**src/rtl/writeback_unit_pkg.sv**
```systemverilog
// Package wb_pkg: shared encodings for the write-back stage.
//   - WB_SRC_*     : register-file write value select (in_wb_src)
//   - LB..LWU      : RV load funct3 encodings understood by load_align
//   - wb_state_e   : write-back FSM state encoding
package wb_pkg;

  // Write-back value source select
  localparam logic [1:0] WB_SRC_ALU  = 2'b00;
  localparam logic [1:0] WB_SRC_PC4  = 2'b01;
  localparam logic [1:0] WB_SRC_LOAD = 2'b10;
  localparam logic [1:0] WB_SRC_CSR  = 2'b11;

  // Load funct3 encodings (RV base ISA)
  localparam logic [2:0] LB  = 3'b000;
  localparam logic [2:0] LH  = 3'b001;
  localparam logic [2:0] LW  = 3'b010;
  localparam logic [2:0] LD  = 3'b011;
  localparam logic [2:0] LBU = 3'b100;
  localparam logic [2:0] LHU = 3'b101;
  localparam logic [2:0] LWU = 3'b110;

  // FSM states: IDLE accepts new work, WAIT_MEM holds a captured load
  typedef enum logic [0:0] {
    ST_IDLE     = 1'b0,
    ST_WAIT_MEM = 1'b1
  } wb_state_e;

endpackage

```
**src/rtl/writeback_unit_if.sv**
```systemverilog
// Interface writeback_unit_if: MEM -> WB instruction bus plus the data-memory load response.
//   master : MEM stage / memory side (drives in_* fields and mem_rsp_*, observes in_ready)
//   slave  : writeback_unit (observes in_* and mem_rsp_*, drives in_ready)
interface writeback_unit_if #(
  parameter int XLEN  = 32,
  parameter int RF_AW = 5
);

  logic             in_valid;
  logic             in_ready;
  logic             in_rf_wb;
  logic [1:0]       in_wb_src;
  logic             in_pc_src;
  logic [RF_AW-1:0] in_rd;
  logic [2:0]       in_funct3;
  logic [XLEN-1:0]  in_alu_result;
  logic [XLEN-1:0]  in_pc_plus4;
  logic [XLEN-1:0]  in_csr_data;
  logic [XLEN-1:0]  in_target_pc;
  logic             mem_rsp_valid;
  logic [XLEN-1:0]  mem_rsp_data;

  modport master (
    output in_valid, in_rf_wb, in_wb_src, in_pc_src, in_rd, in_funct3,
           in_alu_result, in_pc_plus4, in_csr_data, in_target_pc,
           mem_rsp_valid, mem_rsp_data,
    input  in_ready
  );

  modport slave (
    input  in_valid, in_rf_wb, in_wb_src, in_pc_src, in_rd, in_funct3,
           in_alu_result, in_pc_plus4, in_csr_data, in_target_pc,
           mem_rsp_valid, mem_rsp_data,
    output in_ready
  );

endinterface

```
**src/rtl/writeback_unit_load_align.sv**
```systemverilog
// load_align: combinational load formatter.
//   funct3   in  : load size/sign encoding
//   offset   in  : byte offset of the access inside the raw word/dword
//   raw_data in  : aligned word/dword returned by data memory
//   data     out : extracted, sign/zero-extended load value
//   misalign out : access not naturally aligned, or funct3 not a load legal for XLEN
module load_align
  import wb_pkg::*;
#(
  parameter int XLEN  = 32,
  parameter int OFF_W = $clog2(XLEN/8)
) (
  input  logic [2:0]       funct3,
  input  logic [OFF_W-1:0] offset,
  input  logic [XLEN-1:0]  raw_data,
  output logic [XLEN-1:0]  data,
  output logic             misalign
);

  // Bring the addressed byte down to bit 0 so every size extracts from the LSBs
  logic [XLEN-1:0] shifted_s;
  assign shifted_s = raw_data >> {offset, 3'b000};

  // Size/sign selection and natural-alignment check
  always_comb begin
    data     = shifted_s;
    misalign = 1'b0;
    case (funct3)
      LB:  data = XLEN'($signed(shifted_s[7:0]));
      LBU: data = XLEN'(shifted_s[7:0]);
      LH: begin
        data     = XLEN'($signed(shifted_s[15:0]));
        misalign = offset[0];
      end
      LHU: begin
        data     = XLEN'(shifted_s[15:0]);
        misalign = offset[0];
      end
      LW: begin
        // On RV32 a word already fills the register, so no extension happens
        data     = XLEN'($signed(shifted_s[31:0]));
        misalign = (offset[1:0] != 2'b00);
      end
      LWU: begin
        data = XLEN'(shifted_s[31:0]);
        if (XLEN == 64) begin
          misalign = (offset[1:0] != 2'b00);
        end else begin
          misalign = 1'b1;
        end
      end
      LD: begin
        data = shifted_s;
        if (XLEN == 64) begin
          misalign = (offset != {OFF_W{1'b0}});
        end else begin
          misalign = 1'b1;
        end
      end
      default: begin
        data     = shifted_s;
        misalign = 1'b1;
      end
    endcase
  end

endmodule

```
**src/rtl/writeback_unit.sv**
```systemverilog
// writeback_unit: final RV pipeline stage.
//   clk, rst      : clock and synchronous active-high reset
//   flush         : kill the instruction being accepted or the pending load
//   bus (slave)   : MEM -> WB instruction fields, in_valid/in_ready handshake, load response
//   wb_*          : registered register-file write, redirect and misalign outputs
//   stall_cycles  : saturating count of cycles spent waiting for load data
// Non-loads and loads whose response arrives with them retire one cycle after acceptance.
// Other loads are captured and retired one cycle after their response arrives.
module writeback_unit
  import wb_pkg::*;
#(
  parameter int XLEN  = 32,
  parameter int RF_AW = 5,
  parameter int CNT_W = 16
) (
  input  logic             clk,
  input  logic             rst,
  input  logic             flush,
  writeback_unit_if.slave  bus,
  output logic             wb_valid,
  output logic             wb_rf_we,
  output logic [RF_AW-1:0] wb_rd,
  output logic [XLEN-1:0]  wb_data,
  output logic             wb_pc_src,
  output logic [XLEN-1:0]  wb_target_pc,
  output logic             wb_misalign,
  output logic [CNT_W-1:0] stall_cycles
);

  localparam int OFF_W = $clog2(XLEN/8);

  wb_state_e state_r, state_nxt_s;

  logic in_ready_s, retire_s, capture_s, in_is_load_s;

  // Pending-load capture registers
  logic             cap_rf_wb_r, cap_pc_src_r;
  logic [1:0]       cap_wb_src_r;
  logic [RF_AW-1:0] cap_rd_r;
  logic [2:0]       cap_funct3_r;
  logic [XLEN-1:0]  cap_alu_r, cap_pc4_r, cap_csr_r, cap_target_r;

  // Fields of the instruction retiring this cycle (live or captured)
  logic             sel_rf_wb_s, sel_pc_src_s;
  logic [1:0]       sel_wb_src_s;
  logic [RF_AW-1:0] sel_rd_s;
  logic [2:0]       sel_funct3_s;
  logic [XLEN-1:0]  sel_alu_s, sel_pc4_s, sel_csr_s, sel_target_s;

  logic [XLEN-1:0]  ld_data_s, wr_data_s;
  logic             ld_misalign_s, misalign_s;

  // Output registers
  logic             wb_valid_r, wb_rf_we_r, wb_pc_src_r, wb_misalign_r;
  logic [RF_AW-1:0] wb_rd_r;
  logic [XLEN-1:0]  wb_data_r, wb_target_r;
  logic [CNT_W-1:0] stall_r;

  assign in_is_load_s = (bus.in_wb_src == WB_SRC_LOAD);

  // FSM state register
  always_ff @(posedge clk) begin
    if (rst) begin
      state_r <= ST_IDLE;
    end else begin
      state_r <= state_nxt_s;
    end
  end

  // FSM next-state logic
  always_comb begin
    state_nxt_s = state_r;
    case (state_r)
      ST_IDLE: begin
        if (capture_s) begin
          state_nxt_s = ST_WAIT_MEM;
        end else begin
          state_nxt_s = ST_IDLE;
        end
      end
      ST_WAIT_MEM: begin
        // A flush drops the pending load even if its response shows up now
        if (flush || bus.mem_rsp_valid) begin
          state_nxt_s = ST_IDLE;
        end else begin
          state_nxt_s = ST_WAIT_MEM;
        end
      end
      default: state_nxt_s = ST_IDLE;
    endcase
  end

  // FSM outputs: handshake, retire and capture strobes
  always_comb begin
    in_ready_s = 1'b0;
    retire_s   = 1'b0;
    capture_s  = 1'b0;
    case (state_r)
      ST_IDLE: begin
        in_ready_s = !rst && !flush;
        if (bus.in_valid && in_ready_s) begin
          if (!in_is_load_s || bus.mem_rsp_valid) begin
            retire_s = 1'b1;
          end else begin
            capture_s = 1'b1;
          end
        end else begin
          retire_s = 1'b0;
        end
      end
      ST_WAIT_MEM: begin
        if (!rst && !flush && bus.mem_rsp_valid) begin
          retire_s = 1'b1;
        end else begin
          retire_s = 1'b0;
        end
      end
      default: begin
        in_ready_s = 1'b0;
      end
    endcase
  end

  assign bus.in_ready = in_ready_s;

  // Capture a load that must wait for its response
  always_ff @(posedge clk) begin
    if (rst) begin
      cap_rf_wb_r  <= 1'b0;
      cap_pc_src_r <= 1'b0;
      cap_wb_src_r <= 2'b00;
      cap_rd_r     <= '0;
      cap_funct3_r <= 3'b000;
      cap_alu_r    <= '0;
      cap_pc4_r    <= '0;
      cap_csr_r    <= '0;
      cap_target_r <= '0;
    end else if (capture_s) begin
      cap_rf_wb_r  <= bus.in_rf_wb;
      cap_pc_src_r <= bus.in_pc_src;
      cap_wb_src_r <= bus.in_wb_src;
      cap_rd_r     <= bus.in_rd;
      cap_funct3_r <= bus.in_funct3;
      cap_alu_r    <= bus.in_alu_result;
      cap_pc4_r    <= bus.in_pc_plus4;
      cap_csr_r    <= bus.in_csr_data;
      cap_target_r <= bus.in_target_pc;
    end
  end

  // Pick the captured instruction while waiting, otherwise the live one
  always_comb begin
    if (state_r == ST_WAIT_MEM) begin
      sel_rf_wb_s  = cap_rf_wb_r;
      sel_pc_src_s = cap_pc_src_r;
      sel_wb_src_s = cap_wb_src_r;
      sel_rd_s     = cap_rd_r;
      sel_funct3_s = cap_funct3_r;
      sel_alu_s    = cap_alu_r;
      sel_pc4_s    = cap_pc4_r;
      sel_csr_s    = cap_csr_r;
      sel_target_s = cap_target_r;
    end else begin
      sel_rf_wb_s  = bus.in_rf_wb;
      sel_pc_src_s = bus.in_pc_src;
      sel_wb_src_s = bus.in_wb_src;
      sel_rd_s     = bus.in_rd;
      sel_funct3_s = bus.in_funct3;
      sel_alu_s    = bus.in_alu_result;
      sel_pc4_s    = bus.in_pc_plus4;
      sel_csr_s    = bus.in_csr_data;
      sel_target_s = bus.in_target_pc;
    end
  end

  load_align #(
    .XLEN  (XLEN),
    .OFF_W (OFF_W)
  ) u_load_align (
    .funct3   (sel_funct3_s),
    .offset   (sel_alu_s[OFF_W-1:0]),
    .raw_data (bus.mem_rsp_data),
    .data     (ld_data_s),
    .misalign (ld_misalign_s)
  );

  // Register-file write value select; misalign only matters for loads
  always_comb begin
    wr_data_s  = sel_alu_s;
    misalign_s = 1'b0;
    case (sel_wb_src_s)
      WB_SRC_ALU: wr_data_s = sel_alu_s;
      WB_SRC_PC4: wr_data_s = sel_pc4_s;
      WB_SRC_LOAD: begin
        wr_data_s  = ld_data_s;
        misalign_s = ld_misalign_s;
      end
      WB_SRC_CSR: wr_data_s = sel_csr_s;
      default:    wr_data_s = sel_alu_s;
    endcase
  end

  // Registered write-back outputs; strobes drop when nothing retires
  always_ff @(posedge clk) begin
    if (rst) begin
      wb_valid_r    <= 1'b0;
      wb_rf_we_r    <= 1'b0;
      wb_pc_src_r   <= 1'b0;
      wb_misalign_r <= 1'b0;
      wb_rd_r       <= '0;
      wb_data_r     <= '0;
      wb_target_r   <= '0;
    end else if (retire_s) begin
      wb_valid_r    <= 1'b1;
      wb_rf_we_r    <= sel_rf_wb_s && (sel_rd_s != '0) && !misalign_s;
      wb_pc_src_r   <= sel_pc_src_s;
      wb_misalign_r <= misalign_s;
      wb_rd_r       <= sel_rd_s;
      wb_data_r     <= wr_data_s;
      wb_target_r   <= sel_target_s;
    end else begin
      wb_valid_r  <= 1'b0;
      wb_rf_we_r  <= 1'b0;
      wb_pc_src_r <= 1'b0;
    end
  end

  // Saturating count of WAIT_MEM cycles without a response
  always_ff @(posedge clk) begin
    if (rst) begin
      stall_r <= '0;
    end else if ((state_r == ST_WAIT_MEM) && !bus.mem_rsp_valid && (stall_r != {CNT_W{1'b1}})) begin
      stall_r <= stall_r + CNT_W'(1);
    end
  end

  assign wb_valid     = wb_valid_r;
  assign wb_rf_we     = wb_rf_we_r;
  assign wb_rd        = wb_rd_r;
  assign wb_data      = wb_data_r;
  assign wb_pc_src    = wb_pc_src_r;
  assign wb_target_pc = wb_target_r;
  assign wb_misalign  = wb_misalign_r;
  assign stall_cycles = stall_r;

endmodule

```
**src/flat_wrapper.sv**
```systemverilog
// flat-port wrapper written by rule: the top's interface ports become plain ports
module writeback_unit_flat import wb_pkg::*;
#(
  parameter int XLEN  = 32,
  parameter int RF_AW = 5,
  parameter int CNT_W = 16
)
  (clk, rst, flush, wb_valid, wb_rf_we, wb_rd, wb_data, wb_pc_src, wb_target_pc, wb_misalign, stall_cycles, bus_in_valid, bus_in_rf_wb, bus_in_wb_src, bus_in_pc_src, bus_in_rd, bus_in_funct3, bus_in_alu_result, bus_in_pc_plus4, bus_in_csr_data, bus_in_target_pc, bus_mem_rsp_valid, bus_mem_rsp_data, bus_in_ready);
  writeback_unit_if #(.XLEN(XLEN), .RF_AW(RF_AW)) bus_i ();
  input  logic clk;
  input  logic rst;
  input  logic flush;
  output logic wb_valid;
  output logic wb_rf_we;
  output logic [RF_AW-1:0] wb_rd;
  output logic [XLEN-1:0] wb_data;
  output logic wb_pc_src;
  output logic [XLEN-1:0] wb_target_pc;
  output logic wb_misalign;
  output logic [CNT_W-1:0] stall_cycles;
  input wire logic [$bits(bus_i.in_valid)-1:0] bus_in_valid;
  input wire logic [$bits(bus_i.in_rf_wb)-1:0] bus_in_rf_wb;
  input wire logic [$bits(bus_i.in_wb_src)-1:0] bus_in_wb_src;
  input wire logic [$bits(bus_i.in_pc_src)-1:0] bus_in_pc_src;
  input wire logic [$bits(bus_i.in_rd)-1:0] bus_in_rd;
  input wire logic [$bits(bus_i.in_funct3)-1:0] bus_in_funct3;
  input wire logic [$bits(bus_i.in_alu_result)-1:0] bus_in_alu_result;
  input wire logic [$bits(bus_i.in_pc_plus4)-1:0] bus_in_pc_plus4;
  input wire logic [$bits(bus_i.in_csr_data)-1:0] bus_in_csr_data;
  input wire logic [$bits(bus_i.in_target_pc)-1:0] bus_in_target_pc;
  input wire logic [$bits(bus_i.mem_rsp_valid)-1:0] bus_mem_rsp_valid;
  input wire logic [$bits(bus_i.mem_rsp_data)-1:0] bus_mem_rsp_data;
  output wire logic [$bits(bus_i.in_ready)-1:0] bus_in_ready;
  assign bus_i.in_valid = bus_in_valid;
  assign bus_i.in_rf_wb = bus_in_rf_wb;
  assign bus_i.in_wb_src = bus_in_wb_src;
  assign bus_i.in_pc_src = bus_in_pc_src;
  assign bus_i.in_rd = bus_in_rd;
  assign bus_i.in_funct3 = bus_in_funct3;
  assign bus_i.in_alu_result = bus_in_alu_result;
  assign bus_i.in_pc_plus4 = bus_in_pc_plus4;
  assign bus_i.in_csr_data = bus_in_csr_data;
  assign bus_i.in_target_pc = bus_in_target_pc;
  assign bus_i.mem_rsp_valid = bus_mem_rsp_valid;
  assign bus_i.mem_rsp_data = bus_mem_rsp_data;
  assign bus_in_ready = bus_i.in_ready;
  writeback_unit #(.XLEN(XLEN), .RF_AW(RF_AW), .CNT_W(CNT_W)) u_core (.clk(clk), .rst(rst), .flush(flush), .bus(bus_i), .wb_valid(wb_valid), .wb_rf_we(wb_rf_we), .wb_rd(wb_rd), .wb_data(wb_data), .wb_pc_src(wb_pc_src), .wb_target_pc(wb_target_pc), .wb_misalign(wb_misalign), .stall_cycles(stall_cycles));
endmodule
```
**config.mk**
```make
export PLATFORM = sky130hd
export DESIGN_NAME = writeback_unit_flat
export DESIGN_NICKNAME = d
export VERILOG_FILES = /design/src/rtl/writeback_unit_pkg.sv /design/src/rtl/writeback_unit_if.sv /design/src/rtl/writeback_unit_load_align.sv /design/src/rtl/writeback_unit.sv /design/src/flat_wrapper.sv
export SDC_FILE = /design/constraint.sdc
export NUM_CORES = 1
export LEC_CHECK = 0
export ABC_AREA = 1
export BUFFER_PORTS_ARGS = -buffer_cell sky130_fd_sc_hd__buf_2
export CORE_MARGIN = 3
export CORE_UTILIZATION = 45
export DETAILED_ROUTE_END_ITERATION = 10
export PLACE_DENSITY = 0.73
export SYNTH_ARGS = -nofsm -noshare
export SYNTH_HDL_FRONTEND = slang
export SYNTH_SLANG_ARGS = --single-unit
```
**constraint.sdc**
```tcl
create_clock -name clk -period 2.58 [get_ports clk]
set_clock_uncertainty 0.15 [all_clocks]
set_input_delay 0.258 -clock clk [delete_from_list [all_inputs] [get_ports clk]]
set_output_delay 0.258 -clock clk [all_outputs]
set_load 0.03 [all_outputs]
```
# Word-level counts from Yosys, hierarchy flattened
# Cells that the tools add are included.
[classes]
addsub = 1
n_eq_ne = 9
shift = 1
mux = 25
bitwise = 2
n_reduce_logical = 21
[ops]
columns = ["op", "count"]
rows = [
  ["case mux 32 bit (4 select lines)", 2],
  ["two-way mux 32 bit", 4],
  ["right shift 32 x 5 -> 32 bit", 1],
  ["adder 16 x 1 -> 16 bit, second input constant", 1],
  ["!= test 16 bit, second input constant", 1],
  ["two-way mux 1 bit", 13],
  ["logical AND 1 bit", 7],
  ["== test 2 bit, second input constant", 3],
  ["== test 3 bit, second input constant", 2],
  ["OR reduction 2 bit", 3],
  ["logical NOT 1 bit", 5],
  ["two-way mux 5 bit", 1],
  ["nonzero test 5 bit", 1],
  ["case mux 1 bit (2 select lines)", 2],
  ["== test 3 x 1 -> 1 bit, second input constant", 1],
  ["== test 3 x 2 -> 1 bit, second input constant", 1],
  ["logical NOT 3 bit", 1],
  ["two-way mux 3 bit", 1],
  ["case mux 1 bit (3 select lines)", 1],
  ["== test 2 x 1 -> 1 bit, second input constant", 1],
  ["logical NOT 2 bit", 1],
  ["logical OR 1 bit", 2],
  ["two-way mux 2 bit", 1],
  ["NOT 1 bit", 2],
  ["nonzero test 2 bit", 1],
]
[totals]
regBits = 230
output_inout_bits = 90

# Longest topological paths before layout
[logic_depth]
depth_word = 8
depth_mapped = 14

# By module
# Synthesis repeated with hierarchy kept, for this count alone.
[hier_totals]
hier_cells = 1717
area_unflattened_um2 = 11433.5
[modules_own_cells]
columns = ["mod", "instances", "cells_per_inst", "area_per_inst_um2"]
rows = [
  ["writeback_unit", 1, 1550, 10582.6],
  ["load_align", 1, 167, 850.8],
]

# Worst setup path after synthesis
# Ideal clock, no wire load.
[synth_path]
path_type = "reg2reg"
start = "register u_core.stall_r[0] (netlist: u_core.stall_cycles[0])"
end = "register u_core.stall_r[10] (netlist: u_core.stall_cycles[10])"
setup_time_ns = 0.132
arrival_ns = 1.813
path_slack_ns = 0.485
stages_incl_launch_ff = 10
n_path_buf = 1
period_less_slack_ns = 2.095
cell_sequence = "dfxtp_1 ha_1 nand3_1 nor3_1 nand3_1 nand2_1 inv_1 buf_2 nand2_1 a21oi_1"
[synth_via]
elab_chain_len = 2
word_cells_on_any_way = 3
cone_classes = "add/sub: 1; eq/ne: 1; reduce/logical: 1"
[synth_rtl]
columns = ["item", "line", "rtl"]
rows = [
  ["start, declared", "writeback_unit.sv:57", "logic [CNT_W-1:0] stall_r;"],
  ["start signal, assigned", "writeback_unit.sv:233", "stall_r <= stall_r + CNT_W'(1);"],
  ["branches (longest 2 deep; another with adder 16 x 1 -> 16 bit)", "-", ""],
]
# Parallel ways; which one is timed is not known.
# A chain may end at the register's enable or synchronous reset.

# Final worst setup path
[layout_path]
start = "register u_core.state_r"
end = "register u_core.wb_data_r[14] (netlist: u_core.wb_data[14])"
[layout_via]
elab_chain_len = 4
word_cells_on_any_way = 18
cone_classes = "eq/ne: 6; shift: 1; mux: 8; bitwise: 1; reduce/logical: 2"
[layout_rtl]
columns = ["item", "line", "rtl"]
rows = [
  ["start, declared", "writeback_unit.sv:32", "wb_state_e state_r, state_nxt_s;"],
  ["start signal, assigned", "writeback_unit.sv:66", "state_r <= state_nxt_s;"],
  ["two-way mux 32 bit or two-way mux 3 bit (tied branches)", "writeback_unit.sv:153", "if (state_r == ST_WAIT_MEM) begin"],
  ["right shift 32 x 5 -> 32 bit, or another cell as far along", "writeback_unit_load_align.sv:22", "assign shifted_s = raw_data >> {offset, 3'b000};"],
  ["case mux 32 bit (4 select lines)", "writeback_unit_load_align.sv:28", "case (funct3)"],
  ["case mux 32 bit (4 select lines)", "writeback_unit.sv:191", "case (sel_wb_src_s)"],
  ["end signal, assigned", "writeback_unit.sv:219", "wb_data_r <= wr_data_s;"],
  ["end, declared", "writeback_unit.sv:56", "logic [XLEN-1:0] wb_data_r, wb_target_r;"],
]
# Several ways; a longest one is shown, not always the timed one.

==> results_dict.tcl <==
set metrics [dict create \
    fillers 2096 \
    area_delta_synth_final_pct 34.37 \
    clk_root_buffer_cell "clkbuf_16" \
    final_common_cell "nand2_1" \
    reg2reg_slack_ps 220 \
    syn_inst 1710 \
    drc 0 \
    p_leak_nw 7.225 \
    synth_nets 1888 \
    place.gp.congestion 0.9407 \
    num_io_pins 267 \
    clockPowerShare 0.437 \
    hold_class "in2reg" \
    drt_iter0_drc 1359 \
    drive_above_1_share 0.1710 \
    die_x_um 163.3 \
    syn_avg_cell_area_um2 6.514 \
    die-area_mm2 0.02668 \
    clkTransAtPathRegs_ps 60 \
    reg2regPathDepth 10 \
    fp.dieH_um 163.3 \
    yosysTopAreaCell "dfxtp_1" \
    cp-end-kind "flop" \
    wl_per_cell_um 16.00 \
    rsz0062_at_grt "no" \
    fin_nets 2234 \
    htreeDepth 1 \
    top_layer "met5" \
    port_buffers 266 \
    num_vias 12658 \
    syn_area_mm2 0.01114 \
    antenna_found_initial 10 \
    core.rowCount 56 \
    fin_tns_setup_ps 0 \
    clk_latency_ps 530 \
    multi_input_area_mm2 0.005637 \
    holdCritStartpoint "bus_mem_rsp_data[31]" \
    dp.cells 2205 \
    final_max_slew_viol_count 0 \
    period_needed_ps 2363 \
    cap_viol_max_count 0 \
    synth_top_area_share 0.4134 \
    worst_pin_slew_ps 758.7 \
    dr_wl_met3_um 2883 \
    path_max_fanout 25 \
    irDropWorstVdd_mv 0.4853 \
    floorplan.initialDensity 0.4662 \
    pre_cts_slack_ps 243.8 \
    synthArstFlopShare 0 \
    cts_setup_buffers 0 \
    grt_pass1_wl_um 60950 \
    dp_hpwl_um 24910 \
    fin_cells 2401 \
    pwr-share-seq 0.422 \
    arrival_ps 2690 \
    grt_start_max_net_pins 200 \
    switching_share 0.2622 \
    hold_path_depth 7 \
    placement.cell_area_mm2 0.01262 \
    avgViaCountPerCell 5.272 \
    pwr-share-comb 0.142 \
    synth_area_leaders "dfxtp_1, nand2_1, o21ai_0, nor2_1, a21oi_1" \
    ys_warn_count 0 \
    synth_cell_types 34 \
    yosysSeqAreaShare 0.4134 \
    status "finished, final reports clean" \
    p_per_area_mw_per_mm2 586.6 \
    finalHoldViolations 0 \
    dr_wl_met2_um 18090 \
    cts_tree "done" \
    ant_nets 0 \
    cts_buffers 26 \
    setup.worst_path.start_class "flop" \
    cts_sinks 230 \
    firstDrtPassIters 5 \
    ys_ff_latch 230 \
    relSlewSlack 0.4942 \
    fmax_mhz 423.1 \
    period_share 0.9160 \
    timing.rr.end "u_core.wb_data[14]" \
    cts.path.max_buffers 3 \
    met1Wirelength_um 15750 \
    hold_end "u_core.wb_data[31]" \
    synth_edf_count 0 \
    grtUsageTotal 0.2770 \
    grt_pass1_vias 12017 \
    ys.flop_type "dfxtp_1" \
    p_int_mw 6.478 \
    seq_area_mm2 0.004608 \
    crit_type "reg2reg" \
    fin_area_mm2 0.01497 \
    coreArea_mm2 0.02389 \
    gr-total-overflow 0 \
    p_sw_mw 2.302 \
    critPathRequiredTime_ps 2910 \
    setup_ws_ps 216.7 \
    setup_viol 0 \
    routed_wl_um 38420 \
    layout_common_cells "nand2_1, buf_2, o21ai_0" \
    r2r-start "u_core.state_r" \
]
## worst max-delay path: stages (launching register included)
cell     delay (ps)
dfxtp_4         500
buf_4           310
nand2_1         100
o21ai_2         180
buf_4           350
nand2_1          70
o21ai_0         330
a21oi_1         110
nand2_1          90
nand2_1          50
nand2_1          50
## sequential cells by signal (all words and copies together), names as in the netlist
signal	count
u_core.cap_alu_r	32
u_core.wb_target_pc	32
u_core.wb_rf_we	1
u_core.stall_cycles	16
u_core.wb_valid	1
u_core.cap_funct3_r	3
u_core.wb_data	32
u_core.cap_pc_src_r	1
u_core.cap_csr_r	32
u_core.cap_target_r	32
u_core.state_r	1
u_core.wb_misalign	1
u_core.wb_pc_src	1
u_core.wb_rd	5
u_core.cap_rd_r	5
u_core.cap_pc4_r	32
u_core.cap_rf_wb_r	1
u_core.cap_wb_src_r	2
## power by group through the flow
| stage | registers (mW) | logic [mW] | clock network, mW |
|---|---|---|---|
| 2_1_floorplan | 3.90 | 0.499 | 0 |
| 3_3_place_gp | 3.78 | 1.04 | 0 |
| 3_5_place_dp | 3.78 | 1.05 | 0 |
| 4_1_cts | 3.70 | 1.22 | 3.89 |
| 5_1_grt | 3.71 | 1.36 | 4.04 |
| 6_report | 3.70 | 1.24 | 3.83 |
## layout make-up
type                            instances  area share
Multi-Input combinational cell       1262      0.3766
Sequential cell                       230      0.3079
Timing Repair Buffer                  434      0.2020
Clock buffer                           40     0.05099
Tap cell                              319     0.02667
Inverter                              102     0.02600
Clock inverter                          8    0.008861
Antenna cell                            6    0.001003
## synthesized netlist by cell type, types with 2 or more instances
cell / n
nand2_1: 522
o21ai_0: 253
dfxtp_1: 230
nor2_1: 185
a21oi_1: 130
inv_1: 96
nand3_1: 76
clkbuf_1: 54
buf_2: 52
a31oi_1: 28
nor3_1: 24
xnor2_1: 8
inv_2: 5
nand4_1: 5
buf_6: 4
nand2_2: 4
a22o_1: 3
and2_1: 3
buf_1: 3
buf_4: 3
xor2_1: 3
a211oi_1: 2
nand3_2: 2
o211ai_1: 2
o21ai_1: 2
o21ai_2: 2
o21ai_4: 2
## stage by stage
stage          hold slack, ps    util  total power, mW
4_1_cts                 55.54  0.6253            8.809
3_5_place_dp            287.4  0.5283            4.822
2_1_floorplan           177.1       -            4.399
5_1_grt                 102.1  0.6261            9.104
6_report                71.36  0.6264            8.780
3_3_place_gp            282.5  0.5283            4.811
## worst max-delay path by stage
stage / start / end / slack (ps) / cells after the start
2_1_floorplan: u_core.stall_cycles[0] / u_core.stall_cycles[10] / 480 / 9
3_3_place_gp: u_core.state_r / u_core.wb_data[14] / 310 / 10
3_5_place_dp: u_core.state_r / u_core.wb_data[22] / 240 / 10
4_1_cts: u_core.state_r / u_core.state_r / 50 / 7
5_1_grt: flush / u_core.cap_target_r[9] / 40 / 10
6_report: u_core.state_r / u_core.wb_data[14] / 220 / 10
## cell families (layout without fill, tap and decap cells)
group	Yosys count	in the layout	share of synthesized area
muxes	1	1	0.0008987
AOI/OAI and AO/OA	425	425	0.1989
buffers and inverters	218	584	0.08301
DFF	230	230	0.4134
and+or+nand+nor	824	824	0.2940
xor gates and xnor gates	11	11	0.008650
adders and majority gates	1	1	0.001123
other	0	6	0
## what timing repair did
action / in CTS / in global routing
setup endpoints to repair: 0 / 3
hold buffers: 142 / 0
endpoints found under the hold margin: 216 / 0
resized for setup: 0 / 4
## routing by layer
metal / GRT usage / vias up
met4: 0.1153 / 8
met3: 0.05960 / 118
met2: 0.4619 / 529
met5: 0 / -
met1: 0.3476 / 5763
li1: - / 6240
Note: power is estimated with default switching activity, not from simulation.
